===== config.mk =====
export PLATFORM = sky130hd
export DESIGN_NAME = sha256_stream_core
export DESIGN_NICKNAME = d
export VERILOG_FILES = /design/src/rtl/sha256_stream_core.sv
export SDC_FILE = /design/constraint.sdc
export NUM_CORES = 2
export LEC_CHECK = 0
export ABC_CLOCK_PERIOD_IN_PS = 33200
export CAP_MARGIN = 20
export CORE_MARGIN = 1
export CORE_UTILIZATION = 64
export CTS_BUF_LIST = sky130_fd_sc_hd__clkbuf_16
export DETAILED_ROUTE_END_ITERATION = 16
export PLACE_DENSITY = 0.79
export SYNTH_ARGS = -nofsm -noshare
export SYNTH_HDL_FRONTEND = slang
export SYNTH_SLANG_ARGS = --single-unit

===== constraint.sdc =====
create_clock -name clk -period 33.2 [get_ports clk]
set_input_delay 9.96 -clock clk [delete_from_list [all_inputs] [get_ports clk]]
set_output_delay 9.96 -clock clk [all_outputs]
set_load 0.02 [all_outputs]

===== src/rtl/sha256_stream_core.sv =====
// Iterative SHA-256 compression core: word-indexed block load, H chaining, serial digest readout.
// Optional SHA-224 mode is compiled in with the SHA224_EN macro.
module sha256_stream_core #(
    parameter int OUT_WIDTH = 8,
    parameter int IDX_WIDTH = 5
) (
    input  logic                 clk,
    input  logic                 rst,
    input  logic                 msg_dv_in,
    input  logic [IDX_WIDTH-1:0] msg_idx_in,
    input  logic [31:0]          msg_word_in,
    input  logic                 blk_first_in,
    input  logic                 blk_last_in,
    input  logic                 mode_224_in,
    output logic                 load_ready_out,
    output logic                 busy_out,
    output logic [OUT_WIDTH-1:0] hash_out,
    output logic                 hash_dv_out,
    input  logic                 hash_rdy_in
);

    if (!(OUT_WIDTH == 8 || OUT_WIDTH == 16 || OUT_WIDTH == 32)) begin : g_bad_out_width
        $error("sha256_stream_core: OUT_WIDTH must be 8, 16 or 32");
    end
    if (IDX_WIDTH < 4) begin : g_bad_idx_width
        $error("sha256_stream_core: IDX_WIDTH must be at least 4");
    end

    typedef enum logic [1:0] {LOAD, COMP, UPD, OUT} state_t;

    localparam logic [255:0] IV256 = 256'h6a09e667bb67ae853c6ef372a54ff53a510e527f9b05688c1f83d9ab5be0cd19;
    localparam logic [255:0] IV224 = 256'hc1059ed8367cd5073070dd17f70e5939ffc00b316858151164f98fa7befa4fa4;
    localparam logic [5:0]   LAST256 = 6'(256 / OUT_WIDTH - 1);
    localparam logic [5:0]   LAST224 = 6'(224 / OUT_WIDTH - 1);

    localparam logic [31:0] K [64] = '{
        32'h428a2f98, 32'h71374491, 32'hb5c0fbcf, 32'he9b5dba5, 32'h3956c25b, 32'h59f111f1, 32'h923f82a4, 32'hab1c5ed5,
        32'hd807aa98, 32'h12835b01, 32'h243185be, 32'h550c7dc3, 32'h72be5d74, 32'h80deb1fe, 32'h9bdc06a7, 32'hc19bf174,
        32'he49b69c1, 32'hefbe4786, 32'h0fc19dc6, 32'h240ca1cc, 32'h2de92c6f, 32'h4a7484aa, 32'h5cb0a9dc, 32'h76f988da,
        32'h983e5152, 32'ha831c66d, 32'hb00327c8, 32'hbf597fc7, 32'hc6e00bf3, 32'hd5a79147, 32'h06ca6351, 32'h14292967,
        32'h27b70a85, 32'h2e1b2138, 32'h4d2c6dfc, 32'h53380d13, 32'h650a7354, 32'h766a0abb, 32'h81c2c92e, 32'h92722c85,
        32'ha2bfe8a1, 32'ha81a664b, 32'hc24b8b70, 32'hc76c51a3, 32'hd192e819, 32'hd6990624, 32'hf40e3585, 32'h106aa070,
        32'h19a4c116, 32'h1e376c08, 32'h2748774c, 32'h34b0bcb5, 32'h391c0cb3, 32'h4ed8aa4a, 32'h5b9cca4f, 32'h682e6ff3,
        32'h748f82ee, 32'h78a5636f, 32'h84c87814, 32'h8cc70208, 32'h90befffa, 32'ha4506ceb, 32'hbef9a3f7, 32'hc67178f2
    };

    function automatic logic [31:0] rotr(input logic [31:0] x, input int n);
        return (x >> n) | (x << (32 - n));
    endfunction

    function automatic logic [31:0] big_s0(input logic [31:0] x);
        return rotr(x, 2) ^ rotr(x, 13) ^ rotr(x, 22);
    endfunction

    function automatic logic [31:0] big_s1(input logic [31:0] x);
        return rotr(x, 6) ^ rotr(x, 11) ^ rotr(x, 25);
    endfunction

    function automatic logic [31:0] small_s0(input logic [31:0] x);
        return rotr(x, 7) ^ rotr(x, 18) ^ (x >> 3);
    endfunction

    function automatic logic [31:0] small_s1(input logic [31:0] x);
        return rotr(x, 17) ^ rotr(x, 19) ^ (x >> 10);
    endfunction

    state_t       state;
    logic [255:0] h_reg;
    logic [31:0]  va, vb, vc, vd, ve, vf, vg, vh;
    logic [5:0]   rnd;
    logic [5:0]   beat;
    logic         last_q;
    logic [31:0]  msg_buf [16];
    logic [31:0]  win [16];

    logic         idx_ok;
    logic [3:0]   idx4;
    logic         accept15;
    logic [31:0]  t1, t2, w_new;
    logic [255:0] h_sum;
    logic [255:0] iv_sel;
    logic [5:0]   last_beat;

    assign idx_ok   = 32'(msg_idx_in) < 32'd16;
    assign idx4     = msg_idx_in[3:0];
    assign accept15 = (state == LOAD) && msg_dv_in && idx_ok && (idx4 == 4'd15);

    assign t1 = vh + big_s1(ve) + ((ve & vf) ^ (~ve & vg)) + K[rnd] + win[0];
    assign t2 = big_s0(va) + ((va & vb) ^ (va & vc) ^ (vb & vc));
    assign w_new = small_s1(win[14]) + win[9] + small_s0(win[1]) + win[0];

    assign h_sum = {h_reg[255:224] + va, h_reg[223:192] + vb, h_reg[191:160] + vc, h_reg[159:128] + vd,
                    h_reg[127:96]  + ve, h_reg[95:64]   + vf, h_reg[63:32]   + vg, h_reg[31:0]    + vh};

`ifdef SHA224_EN
    logic m224;
    assign iv_sel    = mode_224_in ? IV224 : IV256;
    assign last_beat = m224 ? LAST224 : LAST256;
`else
    logic unused_mode;
    assign unused_mode = mode_224_in;
    assign iv_sel      = IV256;
    assign last_beat   = LAST256;
`endif

    // Message buffer keeps its words across blocks; the schedule window is a separate copy
    // so rolling it during COMP never disturbs the buffer.
    always_ff @(posedge clk) begin
        if (state == LOAD && msg_dv_in && idx_ok) begin
            msg_buf[idx4] <= msg_word_in;
        end
        if (accept15) begin
            for (int i = 0; i < 15; i++) win[i] <= msg_buf[i];
            win[15] <= msg_word_in;
        end else if (state == COMP) begin
            for (int i = 0; i < 15; i++) win[i] <= win[i + 1];
            win[15] <= w_new;
        end
    end

    always_ff @(posedge clk) begin
        if (rst) begin
            state          <= LOAD;
            h_reg          <= IV256;
            {va, vb, vc, vd, ve, vf, vg, vh} <= '0;
            rnd            <= '0;
            beat           <= '0;
            last_q         <= 1'b0;
            load_ready_out <= 1'b1;
            busy_out       <= 1'b0;
            hash_dv_out    <= 1'b0;
            hash_out       <= '0;
`ifdef SHA224_EN
            m224           <= 1'b0;
`endif
        end else begin
            case (state)
                LOAD: begin
                    if (accept15) begin
                        state          <= COMP;
                        last_q         <= blk_last_in;
                        rnd            <= '0;
                        load_ready_out <= 1'b0;
                        busy_out       <= 1'b1;
                        if (blk_first_in) begin
                            h_reg <= iv_sel;
                            {va, vb, vc, vd, ve, vf, vg, vh} <= iv_sel;
`ifdef SHA224_EN
                            m224  <= mode_224_in;
`endif
                        end else begin
                            {va, vb, vc, vd, ve, vf, vg, vh} <= h_reg;
                        end
                    end
                end
                COMP: begin
                    va  <= t1 + t2;
                    vb  <= va;
                    vc  <= vb;
                    vd  <= vc;
                    ve  <= vd + t1;
                    vf  <= ve;
                    vg  <= vf;
                    vh  <= vg;
                    rnd <= rnd + 6'd1;
                    if (rnd == 6'd63) state <= UPD;
                end
                UPD: begin
                    h_reg <= h_sum;
                    if (last_q) begin
                        state       <= OUT;
                        beat        <= '0;
                        hash_dv_out <= 1'b1;
                        hash_out    <= h_sum[255 -: OUT_WIDTH];
                    end else begin
                        state          <= LOAD;
                        load_ready_out <= 1'b1;
                        busy_out       <= 1'b0;
                    end
                end
                OUT: begin
                    // H is shifted out beat by beat and restored to the IV once drained.
                    if (hash_rdy_in) begin
                        if (beat == last_beat) begin
                            state          <= LOAD;
                            h_reg          <= IV256;
                            hash_dv_out    <= 1'b0;
                            hash_out       <= '0;
                            load_ready_out <= 1'b1;
                            busy_out       <= 1'b0;
                        end else begin
                            beat     <= beat + 6'd1;
                            h_reg    <= h_reg << OUT_WIDTH;
                            hash_out <= h_reg[255 - OUT_WIDTH -: OUT_WIDTH];
                        end
                    end
                end
                default: state <= LOAD;
            endcase
        end
    end

endmodule


# Word-level counts from Yosys, hierarchy flattened
# Memory sizes are Yosys's and may differ from the RTL's.
# Cells that the tools add are included.
dict set report totals {
  in_bits 44
  word_cells 197
  mem_count 3
  ramBits 1024
  rom_bits 2048
  output_inout_bits 11
  regBits 538
  latch_bits 0
}
# memory words width rd rd_ports_with_merged_regs write_ports line
set memory_table {}
lappend memory_table {{(no name shown)} 64 32 1 0 0 88} ;# assign t1 = vh + big_s1(ve) + ((ve & vf) ^ (~ve & vg)) + K[rnd] + win[0];
lappend memory_table {msg_buf 16 32 15 0 1 73} ;# logic [31:0] msg_buf [16];
lappend memory_table {win 16 32 16 0 16 74} ;# logic [31:0] win [16];
dict set report classes {
  mux 82
  n_shift 0
  n_div 0
  bitwise_logic 44
  mul 0
  n_lt_le_gt_ge 2
  n_addsub 20
  eq_ne 14
  reduce_logical 15
}
# cell n
set ops {}
lappend ops {{2-to-1 mux 32 bit} 34}
lappend ops {{2-to-1 mux 256 bit} 4}
lappend ops {{case mux 256 bit (3 select lines)} 1}
lappend ops {{adder 32 bit} 18}
lappend ops {{case mux 32 bit (2 select lines)} 8}
lappend ops {{XOR 32 bit} 9}
lappend ops {{AND 32 bit} 5}
lappend ops {{NOT 32 bit} 1}
lappend ops {{bitwise OR 10 x 32 -> 32 bit} 1}
lappend ops {{bitwise OR 13 x 32 -> 32 bit} 1}
lappend ops {{bitwise OR 14 x 32 -> 32 bit} 1}
lappend ops {{bitwise OR 15 x 32 -> 32 bit} 1}
lappend ops {{bitwise OR 19 x 32 -> 32 bit} 1}
lappend ops {{bitwise OR 21 x 32 -> 32 bit} 1}
lappend ops {{bitwise OR 25 x 32 -> 32 bit} 1}
lappend ops {{bitwise OR 26 x 32 -> 32 bit} 1}
lappend ops {{bitwise OR 30 x 32 -> 32 bit} 1}
lappend ops {{bitwise OR 7 x 32 -> 32 bit} 1}
lappend ops {{XOR 32 x 22 -> 32 bit} 1}
lappend ops {{XOR 32 x 29 -> 32 bit} 1}
lappend ops {{2-to-1 mux 6 bit} 4}
lappend ops {{2-to-1 mux 8 bit} 3}
lappend ops {{case mux 6 bit (2 select lines)} 2}
lappend ops {{2-to-1 mux 1 bit} 16}
lappend ops {{25 further kinds} 60}

# Depth between registers and ports, before layout
dict set report logic_depth {
  word_depth 9
  mapped_depth 41
  ltp_nobuf 39
}

# Worst setup path before layout
# Ideal clock, no wire load.
dict set report synth_path {
  kind {input -> register}
  startpoint {in msg_idx_in[4]}
  endpoint {reg ve[2]}
  path_slack_ns 5.182
  t_required_ns 33.076
  stages 10
  setup_time_ns 0.124
  n_path_buf 2
  arrival_time_ns 27.894
  path_cell_list {or4b_1 -> inv_1 -> nand3_1 -> nor2_1 -> nor2_1 -> inv_1 -> clkbuf_1 -> buf_1 -> o311ai_0 -> a21oi_1}
}
dict set report synth_between {
  elab_chain_cells 5
}
# item line
set synth_rtl {}
lappend synth_rtl {{start: declaration} 10} ;# input logic [IDX_WIDTH-1:0] msg_idx_in,
lappend synth_rtl {{< comparator 5 bit} 84} ;# assign idx_ok = 32'(msg_idx_in) < 32'd16;
lappend synth_rtl {{logical AND 1 bit (2 in series)} 86} ;# assign accept15 = (state == LOAD) && msg_dv_in && idx_ok && (idx4 == 4'd15);
lappend synth_rtl {{inequality test 2 bit (no line)} --}
lappend synth_rtl {{AND reduction 2 bit (no line)} --}
lappend synth_rtl {{end signal: assignment} 147} ;# {va, vb, vc, vd, ve, vf, vg, vh} <= iv_sel;
lappend synth_rtl {{end signal: assignment} 152} ;# {va, vb, vc, vd, ve, vf, vg, vh} <= h_reg;
lappend synth_rtl {{end signal: assignment} 161} ;# ve <= vd + t1;
lappend synth_rtl {{end: declaration} 69} ;# logic [31:0] va, vb, vc, vd, ve, vf, vg, vh;
# No other way between the ends.
# A chain may end at the register's enable or synchronous reset.

==> results.md <==
Outcome:
- The run finished with clean final reports.

Worst setup path:
- The count of cells along the worst register-to-register path is 37.
- Walking the worst path, the cells encountered are clkdlybuf4s50_1 -> or4b_1 -> inv_1 -> nand3_1 -> buf_4 -> nor2_4 -> buf_4 -> buf_4 -> nor2_4 -> inv_8 -> buf_12 -> buf_4.
- The largest fanout on the critical path is 185.
- Counting buffers and inverters, the worst setup path is 12 cells deep.
- Among the stages of the critical path, the cell type that occurs most often is buf_4.
- The startpoint of the most critical register-to-register path is rnd[1]$_SDFFE_PP0P_.
- The critical path contains buffers and inverters numbering 8 combined.
- The critical path is of the input pin to flop type.
- The endpoint identified for the worst register-to-register timing path is va[31]$_SDFFE_PP0P_.
- The worst setup path is launched from an input pin.
- The worst path required time is ~34 ns.
- The gate family responsible for the most delay along the worst path is buffers and inverters.
- The cell with the largest stage delay on the worst path is buf_4.
- The delay contributed by the slowest stage of the critical path is 0.89 ns.
- STA puts the critical path data arrival time at 15.75 ns.
- The slack of the worst reg-to-reg path is around 22 ns.
- STA classifies the critical path endpoint as a flop.

Pwr:
- The sum of internal, switching and leakage power is 4.37 mW.
- Dividing total power by cell area gives a power density of between 40 and 50 nW/um^2.
- The cell leakage power is around 37 nW.
- The largest voltage drop on the vdd net is 70.4 uV.

Clock network:
- The CTS tree is built.
- The clock latency on the worst-skew pair is about 0.85 ns.
- Clock-pin slew was measured on the worst setup and hold paths at 0.06 ns.
- The number of instances resized during post-cts repair is 0.
- The H-tree was split into 4 levels.
- The count of hold-fix buffers inserted at cts is 0.
- The number of buffers created by CTS is 160.
- The clock net in this run drives a total of approximately 1500 sinks.
- The tree is rooted in a clkbuf_16.
- The longest clock path from root to sink contains 3 buffers.
- In this run the post-CTS setup repair buffer count came out at 0.

Routing:
- The total iterations of the first detailed-routing run is 7.
- In the final routed layout, each cell accounts on average for roughly 26 um.
- For this block, the initial DRC count from the detailed router was 9859.
- The final route contains ~71000 vias.
- The ratio of routed vias to standard cells is between 6 and 7.
- After detailed routing, the number of remaining DRC violations is 0.
- The remaining number of nets flagged by the antenna check after routing is 0.
- Summed over all layers, the routed wires come to between 200000 and 300000 um.

GRT:
- In the global route stage, met2 resource usage came out at between 60 and 70%.
- In the global route stage, met3 resource usage came out at roughly a tenth.
- Across every metal layer, demand over resource in global routing totals between 40% and 50%.
- The number of antenna violations at the first check in global routing was 8.
- Summed over all layers, the global routing overflow is 0.
- The largest net degree at the start of global routing is slightly above 200.
- The met1 usage in global routing is 54.2%.
- The global routing stage identified its most utilized layer as met2.
- The first-pass GRT wire length is 421000 um.
- The number of global-route vias before repair came to slightly below 70000.

Floorplan:
- The total area inside the core boundary comes to between 100000 and 150000 um^2.
- The initial utilization of the core area, before any placement, comes to between 60% and 70%.
- In this run the count of I/O pins placed on the die edge is 55.
- The die is 369 um tall.
- The floorplan die area is about 140000 um^2.
- The floorplan has about 130 rows.
- The die extent in x is about 370 um.

Layout:
- The post-route netlist has under 10% of its cells at a drive strength greater than 1.
- The finished cells cover just over 90000 um^2.
- Leaving out fill and tap cells, the most frequent cells in the layout are nand2_1 (1889), edfxtp_1 (992), nor2_1 (736).
- Cells fill 69.8% of the core in the end.
- The library cell used most frequently in the layout, excluding fill and tap cells, is nand2_1.
- Compared with the post-synthesis result, the final layout area differs by 8.38%.
- The register with the most flip-flops in the layout has just over 500 of them.
- The number of nets in the final layout is roughly 9500.

STA:
- The transition time at the pin with the least slew margin is around 1.2 ns.
- The number of failing setup endpoints in the final timing report is 0.
- The total count of hold-check failures in the final report is 0.
- The max-slew violation count was 0.
- The upper clock frequency limit is between 60 and 70 MHz.
- The share of the clock period used by the worst path after layout is between 40% and 50%.
- The worst slew slack as a fraction of its limit is 18.5%.
- The setup clock skew after layout is roughly 0.053 ns.
- Setup repair after global routing left no endpoint under its margin.
- For the finished layout, the period the worst path requires is between 15 and 20 ns.
- The accumulated negative setup slack is 0 ns.

Synthesis:
- The cell area that synthesis handed to floorplanning was roughly 86000 um^2.
- In this run, synthesis inferred around 990 flip-flops with an integrated enable.
- During synthesis, Yosys emitted a total of 0 warnings.
- The mean area per synthesized cell is between 9 and 10 um^2.
- The proportion of synthesized flip-flops having asynchronous set or reset is 0%.
- The cell count after synthesis came out at approximately 9100.
- The post-synthesis cell type count is 92.
- The sequential cell area fraction in the yosys report is a little under half.
- Counting flops and latches in the post-synthesis netlist gives ~1500.
- The number of nets produced by synthesis is just under 10000.
- In the synthesized netlist the dominant register cell turns out to be edfxtp_1.

Min path:
- The worst hold path depth is 2.
- The startpoint of the tightest hold check path is busy_out$_SDFFE_PP0P_.
- The tightest min-delay check is of the flop to flop type.
- For hold timing, the worst endpoint is busy_out$_SDFFE_PP0P_.

Place:
- Routability-driven placement finished with a final weighted congestion of about 1.0.
- The port buffer count is 53.
- The half-perimeter wire length after detailed placement is roughly 190000 um.
- Summing all placed instances gives a cell area of slightly below 90000 um^2.

Run:
- The number of max-cap violations is 0.
==> per-layer routing <==
layer  routed length [um]  vias to the layer above
li1                     -                    31539
met3                33200                     1062
met4                19400                        8
met1               106000                    33833
met2               125000                     4470
met5                   44                        -
==> final cells by class <==
cell class	count	area, um^2
antenna	8	20.0
clock buffer	161	4030
clock inverter	127	1200
fill	10112	40200
inverter	335	1260
multi-input combinational	6671	42400
sequential	1530	40600
tap	1768	2210
timing repair buffer	167	1500
==> per-stage QoR <==
stage | cells | hold WS (ns) | worst slack (ns)
finish | 10767 | 0.457 | 17.88
global route | 10761 | 0.485 | 17.71
CTS | 10753 | 0.462 | 18.05
detailed placement | 10465 | 0.453 | 17.19
global placement | 10465 | 0.444 | 17.24
floorplan | 9060 | 0.445 | 5.18
==> cell usage after synthesis, drive strengths merged, types with 21 or more instances <==
master	count	area, um^2
nand2	1891	7100
edfxtp	992	29800
nor2	757	2840
a21oi	611	3060
dfxtp	538	10800
clkbuf	483	1810
o21ai	434	2170
xnor2	406	3560
ha	394	4930
inv	330	1240
fa	195	3900
a21o	188	1410
nor3	176	886
xor2	176	1540
a22oi	151	1130
a211oi	136	1030
o22ai	96	601
nand3	85	425
nand2b	83	519
a31oi	76	482
o211ai	57	428
o21a	54	405
o21bai	52	390
nor2b	45	282
or3	44	275
nor4	43	269
buf	41	158
a311oi	38	345
o31ai	37	278
nor3b	35	263
nand3b	32	240
a211o	30	263
mux2	27	304
and3	23	144
nand4	22	138
a2111oi	21	221
or2	21	131
==> worst max path at each step <==
stage | startpoint | to | slack, ns
3_3_place_gp | msg_dv_in | win[0][138]$_DFFE_PP_ | 17.24
4_1_cts | msg_dv_in | win[0][46]$_DFFE_PP_ | 18.05
2_1_floorplan | msg_idx_in[4] | ve[2]$_SDFFE_PP0P_ | 5.18
3_5_place_dp | msg_dv_in | win[0][75]$_DFFE_PP_ | 17.19
5_1_grt | msg_dv_in | win[0][46]$_DFFE_PP_ | 17.71
6_report | msg_dv_in | win[1][174]$_DFFE_PP_ | 17.88
==> cell families (layout without fill, tap and decap cells) <==
| family | after synthesis | in the layout | share of synthesized area [%] |
|---|---|---|---|
| xor gates and xnor gates | 583 | 583 | 5.95 |
| and+or+nand+nor | 3295 | 3295 | 16.1 |
| buffers and inverters | 859 | 790 | 3.75 |
| adders and majority gates | 591 | 591 | 10.3 |
| muxes | 55 | 55 | 0.810 |
| other | 0 | 8 | 0 |
| DFF | 1530 | 1530 | 47.2 |
| AOI/OAI and AO/OA | 2147 | 2147 | 16.0 |
==> tightest hold or removal path, stage by stage (launching register included) <==
cell	delay (ns)
dfxtp_1	0.31
inv_1	0.04
o21bai_1	0.06
==> power by group <==
group	switching [mW]	internal, mW
sequential	0.0234	2.04
combinational	0.330	0.187
clock	0.806	0.982
Power figures use the tool's default switching activity.
